**config.mk**
```make
export PLATFORM = sky130hd
export DESIGN_NAME = score_scan_ctrl_flat
export DESIGN_NICKNAME = d
export VERILOG_FILES = /design/src/rtl/score_scan_ctrl_pkg.sv /design/src/rtl/score_scan_ctrl_if.sv /design/src/rtl/score_scan_ctrl_scan_divider.sv /design/src/rtl/score_scan_ctrl.sv /design/src/flat_wrapper.sv
export SDC_FILE = /design/constraint.sdc
export NUM_CORES = 1
export LEC_CHECK = 0
export BUFFER_PORTS_ARGS = -buffer_cell sky130_fd_sc_hd__buf_4
export CAP_MARGIN = 10
export CORE_UTILIZATION = 58
export CTS_CLUSTER_DIAMETER = 30
export DETAILED_ROUTE_END_ITERATION = 10
export GPL_TIMING_DRIVEN = 0
export HOLD_SLACK_MARGIN = 0.15
export PLACE_DENSITY = 0.78
export SYNTH_ARGS = -nofsm -noshare
export SYNTH_HDL_FRONTEND = slang
export SYNTH_HIERARCHICAL = 1
export SYNTH_SLANG_ARGS = --single-unit
```
**constraint.sdc**
```tcl
create_clock -name clk -period 3 [get_ports clk]
set_input_delay 0.6 -clock clk [delete_from_list [all_inputs] [get_ports clk]]
set_output_delay 0.6 -clock clk [all_outputs]
set_load 0.02 [all_outputs]
```
**src/rtl/score_scan_ctrl_pkg.sv**
```systemverilog
// Shared types and constants for the score display sequencer:
// FSM encoding, BCD limits, blank code and a one-digit BCD adder.
package score_scan_ctrl_pkg;

   typedef enum logic [2:0] {
      ST_IDLE = 3'd0,
      ST_D0   = 3'd1,
      ST_D1   = 3'd2,
      ST_D2   = 3'd3,
      ST_ACK  = 3'd4,
      ST_WAIT = 3'd5
   } state_t;

   localparam logic [3:0] BCD_MAX    = 4'd9;
   localparam logic [3:0] BLANK_CODE = 4'hF;
   localparam logic [1:0] STCL_LAST  = 2'd2;

   // Returns {carry, digit} for one BCD digit plus an addend of 0..9.
   function automatic logic [4:0] bcd_add(input logic [3:0] digit, input logic [3:0] addend);
      logic [4:0] s;
      s = {1'b0, digit} + {1'b0, addend};
      if (s >= 5'd10) return {1'b1, 4'(s - 5'd10)};
      return {1'b0, s[3:0]};
   endfunction

endpackage

```
**src/rtl/score_scan_ctrl_if.sv**
```systemverilog
// Score-add request channel between the game logic and the score sequencer.
// Four-phase handshake: the master raises add_req with add_val stable, the slave
// pulses add_ack once the sum is committed, and the master must drop add_req for
// at least one cycle before the next request is accepted.
interface score_scan_ctrl_if;
   logic       add_req;
   logic [3:0] add_val;
   logic       add_ack;
   logic       busy;

   modport master (output add_req, output add_val, input add_ack, input busy);
   modport slave  (input add_req, input add_val, output add_ack, output busy);
endinterface

```
**src/rtl/score_scan_ctrl_scan_divider.sv**
```systemverilog
// Free-running prescaler driving a 0,1,2 digit-scan select for multiplexed
// seven-segment displays.
module scan_divider
   import score_scan_ctrl_pkg::*;
#(
   parameter int SCAN_W = 17
) (
   input  logic       clk,
   input  logic       rst_n,
   output logic [1:0] stcl
);

   logic [SCAN_W-1:0] cnt_q;
   logic [1:0]        stcl_q;

   always_ff @(posedge clk or negedge rst_n) begin
      if (!rst_n) begin
         cnt_q  <= '0;
         stcl_q <= 2'd0;
      end else begin
         cnt_q <= cnt_q + SCAN_W'(1);
         // The select steps on the cycle the prescaler wraps back to zero.
         if (&cnt_q) stcl_q <= (stcl_q == STCL_LAST) ? 2'd0 : stcl_q + 2'd1;
      end
   end

   assign stcl = stcl_q;

endmodule

```
**src/rtl/score_scan_ctrl.sv**
```systemverilog
// Three-digit BCD score keeper with a multi-cycle carry FSM, digit-scan select
// and leading-zero blanking for the seven-segment decoder.
module score_scan_ctrl
   import score_scan_ctrl_pkg::*;
#(
   parameter int SCAN_W   = 17,
   parameter int BLANK_LZ = 1
) (
   input  logic               clk,
   input  logic               rst_n,
   input  logic               clr,
   score_scan_ctrl_if.slave   bus,
   output logic               sat,
   output logic [1:0]         stcl,
   output logic [3:0]         score0,
   output logic [3:0]         score1,
   output logic [3:0]         score2,
   output state_t             dbg_state
);

   state_t     state_q, state_n;
   logic [3:0] v_q, v_n;
   logic [3:0] w0_q, w1_q, w2_q, w0_n, w1_n, w2_n;
   logic [3:0] c0_q, c1_q, c2_q, c0_n, c1_n, c2_n;
   logic       carry_q, carry_n;
   logic       sat_q, sat_n;
   logic       ack_q, ack_n;
   logic [4:0] sum;

   scan_divider #(.SCAN_W(SCAN_W)) u_scan (
      .clk  (clk),
      .rst_n(rst_n),
      .stcl (stcl)
   );

   always_ff @(posedge clk or negedge rst_n) begin
      if (!rst_n) begin
         state_q <= ST_IDLE;
         v_q     <= 4'd0;
         w0_q    <= 4'd0;  w1_q <= 4'd0;  w2_q <= 4'd0;
         c0_q    <= 4'd0;  c1_q <= 4'd0;  c2_q <= 4'd0;
         carry_q <= 1'b0;
         sat_q   <= 1'b0;
         ack_q   <= 1'b0;
      end else begin
         state_q <= state_n;
         v_q     <= v_n;
         w0_q    <= w0_n;  w1_q <= w1_n;  w2_q <= w2_n;
         c0_q    <= c0_n;  c1_q <= c1_n;  c2_q <= c2_n;
         carry_q <= carry_n;
         sat_q   <= sat_n;
         ack_q   <= ack_n;
      end
   end

   always_comb begin
      state_n = state_q;
      v_n     = v_q;
      w0_n    = w0_q;  w1_n = w1_q;  w2_n = w2_q;
      c0_n    = c0_q;  c1_n = c1_q;  c2_n = c2_q;
      carry_n = carry_q;
      sat_n   = sat_q;
      ack_n   = 1'b0;
      sum     = 5'd0;
      if (clr) begin
         // Aborts any add in flight; a held request parks in WAIT so it is not re-taken.
         w0_n = 4'd0;  w1_n = 4'd0;  w2_n = 4'd0;
         c0_n = 4'd0;  c1_n = 4'd0;  c2_n = 4'd0;
         carry_n = 1'b0;
         sat_n   = 1'b0;
         state_n = bus.add_req ? ST_WAIT : ST_IDLE;
      end else begin
         case (state_q)
            ST_IDLE: if (bus.add_req) begin
               v_n  = (bus.add_val > BCD_MAX) ? BCD_MAX : bus.add_val;
               w0_n = c0_q;  w1_n = c1_q;  w2_n = c2_q;
               state_n = ST_D0;
            end
            ST_D0: begin
               sum = bcd_add(w0_q, v_q);
               w0_n = sum[3:0];  carry_n = sum[4];
               state_n = ST_D1;
            end
            ST_D1: begin
               sum = bcd_add(w1_q, {3'b000, carry_q});
               w1_n = sum[3:0];  carry_n = sum[4];
               state_n = ST_D2;
            end
            ST_D2: begin
               sum = bcd_add(w2_q, {3'b000, carry_q});
               // Hundreds overflow means the score passed 999: pin it there.
               if (sum[4]) begin
                  w0_n = BCD_MAX;  w1_n = BCD_MAX;  w2_n = BCD_MAX;
                  sat_n = 1'b1;
               end else begin
                  w2_n = sum[3:0];
               end
               state_n = ST_ACK;
            end
            ST_ACK: begin
               c0_n = w0_q;  c1_n = w1_q;  c2_n = w2_q;
               ack_n   = 1'b1;
               state_n = ST_WAIT;
            end
            ST_WAIT: if (!bus.add_req) state_n = ST_IDLE;
            default: state_n = ST_IDLE;
         endcase
      end
   end

   assign bus.add_ack = ack_q;
   assign bus.busy    = (state_q != ST_IDLE);
   assign sat         = sat_q;
   assign dbg_state   = state_q;

   assign score0 = c0_q;
   assign score1 = ((BLANK_LZ != 0) && c2_q == 4'd0 && c1_q == 4'd0) ? BLANK_CODE : c1_q;
   assign score2 = ((BLANK_LZ != 0) && c2_q == 4'd0) ? BLANK_CODE : c2_q;

endmodule

```
**src/flat_wrapper.sv**
```systemverilog
// flat-port wrapper written by rule: the top's interface ports become plain ports
module score_scan_ctrl_flat import score_scan_ctrl_pkg::*;
#(
   parameter int SCAN_W   = 17,
   parameter int BLANK_LZ = 1
)
  (clk, rst_n, clr, sat, stcl, score0, score1, score2, dbg_state, bus_add_req, bus_add_val, bus_add_ack, bus_busy);
  score_scan_ctrl_if bus_i ();
  input  logic clk;
  input  logic rst_n;
  input  logic clr;
  output logic sat;
  output logic [1:0] stcl;
  output logic [3:0] score0;
  output logic [3:0] score1;
  output logic [3:0] score2;
  output state_t dbg_state;
  input wire logic [$bits(bus_i.add_req)-1:0] bus_add_req;
  input wire logic [$bits(bus_i.add_val)-1:0] bus_add_val;
  output wire logic [$bits(bus_i.add_ack)-1:0] bus_add_ack;
  output wire logic [$bits(bus_i.busy)-1:0] bus_busy;
  assign bus_i.add_req = bus_add_req;
  assign bus_i.add_val = bus_add_val;
  assign bus_add_ack = bus_i.add_ack;
  assign bus_busy = bus_i.busy;
  score_scan_ctrl #(.SCAN_W(SCAN_W), .BLANK_LZ(BLANK_LZ)) u_core (.clk(clk), .rst_n(rst_n), .clr(clr), .bus(bus_i), .sat(sat), .stcl(stcl), .score0(score0), .score1(score1), .score2(score2), .dbg_state(dbg_state));
endmodule
```
# Word level (Yosys, flattened, before mapping)
# Index checks and enable logic that the tools add are counted.
totals:
  ff_bits: 53
  input_bits: 8
  output_inout_bits: 20
  elab_cells: 104
classes:
  add_sub_neg: 8
  order_cmp: 4
  eq_ne: 9
  n_mux: 50
  n_bitwise: 1
  reduce_logical: 19
op_table:
  columns: ["operator", "count"]
  rows:
  - ["2-to-1 mux 4 bit", 17]
  - ["2-to-1 mux 5 bit", 8]
  - ["one-hot mux 4 bit (3 select lines)", 2]
  - ["one-hot mux 3 bit (6 select lines)", 1]
  - ["adder 17 x 1 -> 17 bit, second input constant", 1]
  - ["AND reduction 17 bit", 1]
  - ["greater-or-equal comparator 5 x 4 -> 1 bit, second input constant", 3]
  - ["2-to-1 mux 1 bit", 15]
  - ["2-to-1 mux 3 bit", 4]
  - ["subtractor 4 bit, second input constant", 3]
  - ["adder 4 x 1 -> 5 bit", 2]
  - ["AND reduction 3 bit", 3]
  - ["nonzero test 3 bit", 3]
  - ["logical NOT 4 bit", 2]
  - ["one-hot mux 4 bit (2 select lines)", 1]
  - ["nonzero test 4 bit", 2]
  - ["== test 3 x 2 -> 1 bit, second input constant", 2]
  - ["== test 3 bit, second input constant", 2]
  - ["inequality test 3 bit, second input constant", 2]
  - ["AND reduction 2 bit", 3]
  - ["nonzero test 2 bit", 3]
  - ["adder 4 x 4 -> 5 bit", 1]
  - ["greater-than comparator 4 bit, second input constant", 1]
  - ["== test 3 x 1 -> 1 bit, second input constant", 1]
  - ["8 further kinds", 8]

# Depth between registers and ports, before layout
depth:
  depth_word: 11
  ltp_mapped: 9
  ltp_nobuf: 9

# By module
# The synthesis kept the hierarchy.
by_module_without_submodules:
  columns: ["mod", "instances", "cells_per_inst", "area_per_inst_um2", "seq_area_each_um2"]
  rows:
  - ["score_scan_ctrl", 1, 229, 2103.3, 850.8]
  - ["scan_divider", 1, 68, 869.6, 475.5]

# Worst setup path before layout
# Ideal clock, no wire load.
synth_path:
  kind: "reg2reg"
  startpoint: "register u_core.v_q[0]"
  endpoint: "register u_core.w0_q[2]"
  setup_time_ps: 71
  arrival_ps: 2330
  setup_slack_ps: 600
  stages_incl_launch_ff: 10
  n_path_buf: 0
  synth_period_minus_slack_ps: 2400
  path_cell_list: "dfrtp_1 -> ha_1 -> fa_1 -> xnor2_1 -> ha_1 -> inv_1 -> o311ai_2 -> a21oi_2 -> or4_1 -> nand4_1"
synth_via:
  elab_chain_len: 8
  word_cells_on_any_way: 10
synth_rtl:
  columns: ["item", "line_no", "source"]
  rows:
  - ["from (decl)", "score_scan_ctrl.sv:22", "logic [3:0] v_q, v_n;"]
  - ["from (signal assigned)", "score_scan_ctrl.sv:47", "v_q <= v_n;"]
  - ["adder 4 x 4 -> 5 bit (*)", "score_scan_ctrl_pkg.sv:21", "s = {1'b0, digit} + {1'b0, addend};"]
  - ["greater-or-equal comparator 5 x 4 -> 1 bit", "score_scan_ctrl_pkg.sv:22", "if (s >= 5'd10) return {1'b1, 4'(s - 5'd10)};"]
  - ["2-to-1 mux 1 bit", "score_scan_ctrl_pkg.sv:22", null]
  - ["2-to-1 mux 1 bit", "score_scan_ctrl.sv:73", "case (state_q)"]
  - ["2-to-1 mux 1 bit", "score_scan_ctrl.sv:65", "if (clr) begin"]
  - ["2-to-1 mux 5 bit (*)", "score_scan_ctrl_pkg.sv:23", "return {1'b0, s[3:0]};"]
  - ["one-hot mux 4 bit (3 select lines) (*)", "score_scan_ctrl.sv:73", null]
  - ["2-to-1 mux 4 bit (*)", "score_scan_ctrl.sv:65", null]
  - ["to (signal assigned)", "score_scan_ctrl.sv:48", "w0_q <= w0_n; w1_q <= w1_n; w2_q <= w2_n;"]
  - ["to (decl)", "score_scan_ctrl.sv:23", "logic [3:0] w0_q, w1_q, w2_q, w0_n, w1_n, w2_n;"]
# Every way passes the cells marked *; elsewhere a longest branch is shown, timed or not. The select of a mux whose other input is x is not followed.
# A chain may end at the register's enable or synchronous reset.

# Worst setup path in the final report
layout_path:
  startpoint: "register u_core.w0_q[0]"
  endpoint: "register u_core.w0_q[2]"
layout_via:
  elab_chain_len: 8
  word_cells_on_any_way: 10
layout_rtl:
  columns: ["item", "line_no"]
  rows:
  - ["adder 4 x 4 -> 5 bit (*)", "score_scan_ctrl_pkg.sv:21"]
  - ["greater-or-equal comparator 5 x 4 -> 1 bit", "score_scan_ctrl_pkg.sv:22"]
  - ["2-to-1 mux 1 bit", "score_scan_ctrl_pkg.sv:22"]
  - ["2-to-1 mux 1 bit", "score_scan_ctrl.sv:73"]
  - ["2-to-1 mux 1 bit", "score_scan_ctrl.sv:65"]
  - ["2-to-1 mux 5 bit (*)", "score_scan_ctrl_pkg.sv:23"]
  - ["one-hot mux 4 bit (3 select lines) (*)", "score_scan_ctrl.sv:73"]
  - ["2-to-1 mux 4 bit (*)", "score_scan_ctrl.sv:65"]
# Marks and branches as above.

==> results.tsv <==
metric	value	unit
clock_latency	310	ps
synth_most_common_cell	dfrtp_1	
drv_cap	0	
cts_tree	yes	
drv_slew	0	
synth-seq-cells	53	
final_antenna_net_count	0	
die_w	73.6	µm
cts_resized	0	
period_minus_slack	2680	ps
whs	315	ps
fp.dieH	73.6	µm
yosysWarnings	6	
wl_per_cell	15.2	µm
syn_area_per_cell	10.0	µm²
power_leakage	1.57	nW
required	3240	ps
relSlewSlack	0.565	
grt_setup_unrepaired	no	
core_area	4820	µm²
placed_area	3260	µm²
tns	0	ps
n_antenna_cell	0	
syn_area	2970	µm²
cts.hold.buffers_added	0	
pin_count	28	
wirelength	6.06	mm
dp_hpwl	4.43	mm
postCtsSetupRepairBufs	0	
crit_type	flip-flop to flip-flop	
dieArea	5420	µm²
htreeDepth	2	
grt_pass1_wl	10.4	mm
final-setup-viol-count	0	
critical_path_peak_fanout	4	
final_area	3350	µm²
first_pass_iters	4	
cp.arrival	2920	ps
io_buffer_count	27	
crit_path_end_kind	flip-flop	
grt_use_total	0.252	
cts_made_buffers	5	
clk_pin_slew	90	ps
clk_path_buf_depth	2	
grt_max_degree	54	
synth-edff-count	0	
drive_gt1_frac	0.166	
utilization	0.695	
drt-vias-per-instance	5.98	
synthToLayoutAreaGrowth	12.6	%
cts_sinks	53	
stdcell_count	399	
synthFlopType	dfrtp_1	
grt_pass1_vias	2255	
synth_common_cells	53 x dfrtp_1, 29 x nor2_1, 22 x nand2_1	
worst-r2r-setup-slack	320	ps
ir_worst_vdd	0.390	mV
async_flop_share	1.00	
synth_top_area_frac	0.446	
fin_crit_sh	0.894	
synth.area.top_cells	dfrtp_1 45%, ha_1 5.1%, a22o_1 4.1%	
fin_worst_skew	9.96	ps
start_util	0.617	
start_kind	flip-flop	
synthesis.nets	318	
fin_nets	352	
ys_seq_area_frac	0.446	
gp_congestion	0.848	
vias	2386	
power_density	538	nW/µm²
fmax	0.373	GHz
overflow	0	
yosysTopAreaCell	dfrtp_1	
root_buffer	clkbuf_8	
place_inst	391	
rows	25	
worstMarginPinSlew	653	ps
grt_antenna_before_repair	0	
hold_path_class	input pin to async pin	
synthCells	297	
hold_viol	0	
status	completed	
drtIter0Drc	219	
post-route-drc-count	0	
synth_cell_types	58	
[power by group]
group	internal, mW	switching [mW]	total (mW)	leakage, nW
Clock	0.165	0.234	0.399	0.0374
Sequential	0.766	0.0489	0.815	0.711
Combinational	0.235	0.351	0.586	0.818
[critical path: stages (launching register included)]
cell	delay (ps)
dfrtp_1	410
ha_1	230
fa_1	440
xnor2_1	270
ha_1	260
inv_1	90
o311ai_2	280
a21oi_2	90
or4_1	420
nand4_1	120
[logic make-up after synthesis]
family	synth area share
DFF	0.446
buffers and inverters	0.0324
adders and majority gates	0.0572
AOI/OAI and AO/OA	0.169
and+or+nand+nor	0.218
xor gates and xnor gates	0.0560
muxes	0.0210
[area by class of cell]
class	instances	area [µm²]
Sequential cell	53	1330
Buffer	9	36.3
Tap cell	67	83.8
Fill cell	408	1470
Timing Repair Buffer	27	203
Clock buffer	6	72.6
Multi-Input combinational cell	219	1550
Clock inverter	2	15.0
Inverter	16	60.1
[layout by cell type, fill, tap and decap left out, types with 3 or more instances in the layout]
cell type and n:
nor3_1 13, nor2_1 29, nand4_1 7, a21oi_1 11, xnor2_1 7, o22a_1 3
clkbuf_8 5, ha_1 12, nand2_1 22, xor2_1 12, mux2i_1 4, nor4_1 4
o21ai_0 6, a22o_1 14, o2bb2ai_1 3, dfrtp_1 53, inv_1 14, nand3_1 7
buf_4 27, nand2b_1 7, clkbuf_1 7, nor3b_1 3, o21ai_1 6, or2_2 4
[worst paths after layout]
kind                                                   start  cells after the start                                 to
min                                                    rst_n                      1         u_core/c1_q[2]$_DFFE_PN0P_
max reg2reg                       u_core/w0_q[0]$_DFFE_PN0P_                      9         u_core/w0_q[2]$_DFFE_PN0P_
min in group clk           u_core/u_scan/cnt_q[15]$_DFF_PN0_                      1  u_core/u_scan/cnt_q[15]$_DFF_PN0_
max in group asynchronous                              rst_n                      1         u_core/w1_q[1]$_DFFE_PN0P_
max                               u_core/w0_q[0]$_DFFE_PN0P_                      9         u_core/w0_q[2]$_DFFE_PN0P_
min reg2reg                u_core/u_scan/cnt_q[15]$_DFF_PN0_                      1  u_core/u_scan/cnt_q[15]$_DFF_PN0_
[sequential cells by signal, summed over array words and instances, names as in the netlist]
signal / cells
u_core/u_scan/cnt_q: 17
u_core/c1_q: 4
u_core/c2_q: 4
u_core/score0: 4
u_core/v_q: 4
u_core/w0_q: 4
u_core/w1_q: 4
u_core/w2_q: 4
u_core/dbg_state: 3
u_core/u_scan/stcl: 2
u_core/bus.add_ack: 1
u_core/carry_q: 1
u_core/sat: 1
[metrics by stage]
step | power [mW] | setup WS [ps]
floorplan | 1.26 | 600
global placement | 1.40 | 436
detailed placement | 1.41 | 360
CTS | 1.81 | 352
global route | 1.93 | 127
finish | 1.80 | 317
[metal layers]
metal | track usage | vias to the layer above | routed length [µm]
li1 | - | 1144 | -
met1 | 0.333 | 1171 | 2770
met2 | 0.435 | 62 | 2970
met3 | 0.0329 | 9 | 233
met4 | 0.0662 | 0 | 91
met5 | 0 | - | 0
Note: power is estimated with default switching activity, not from simulation.
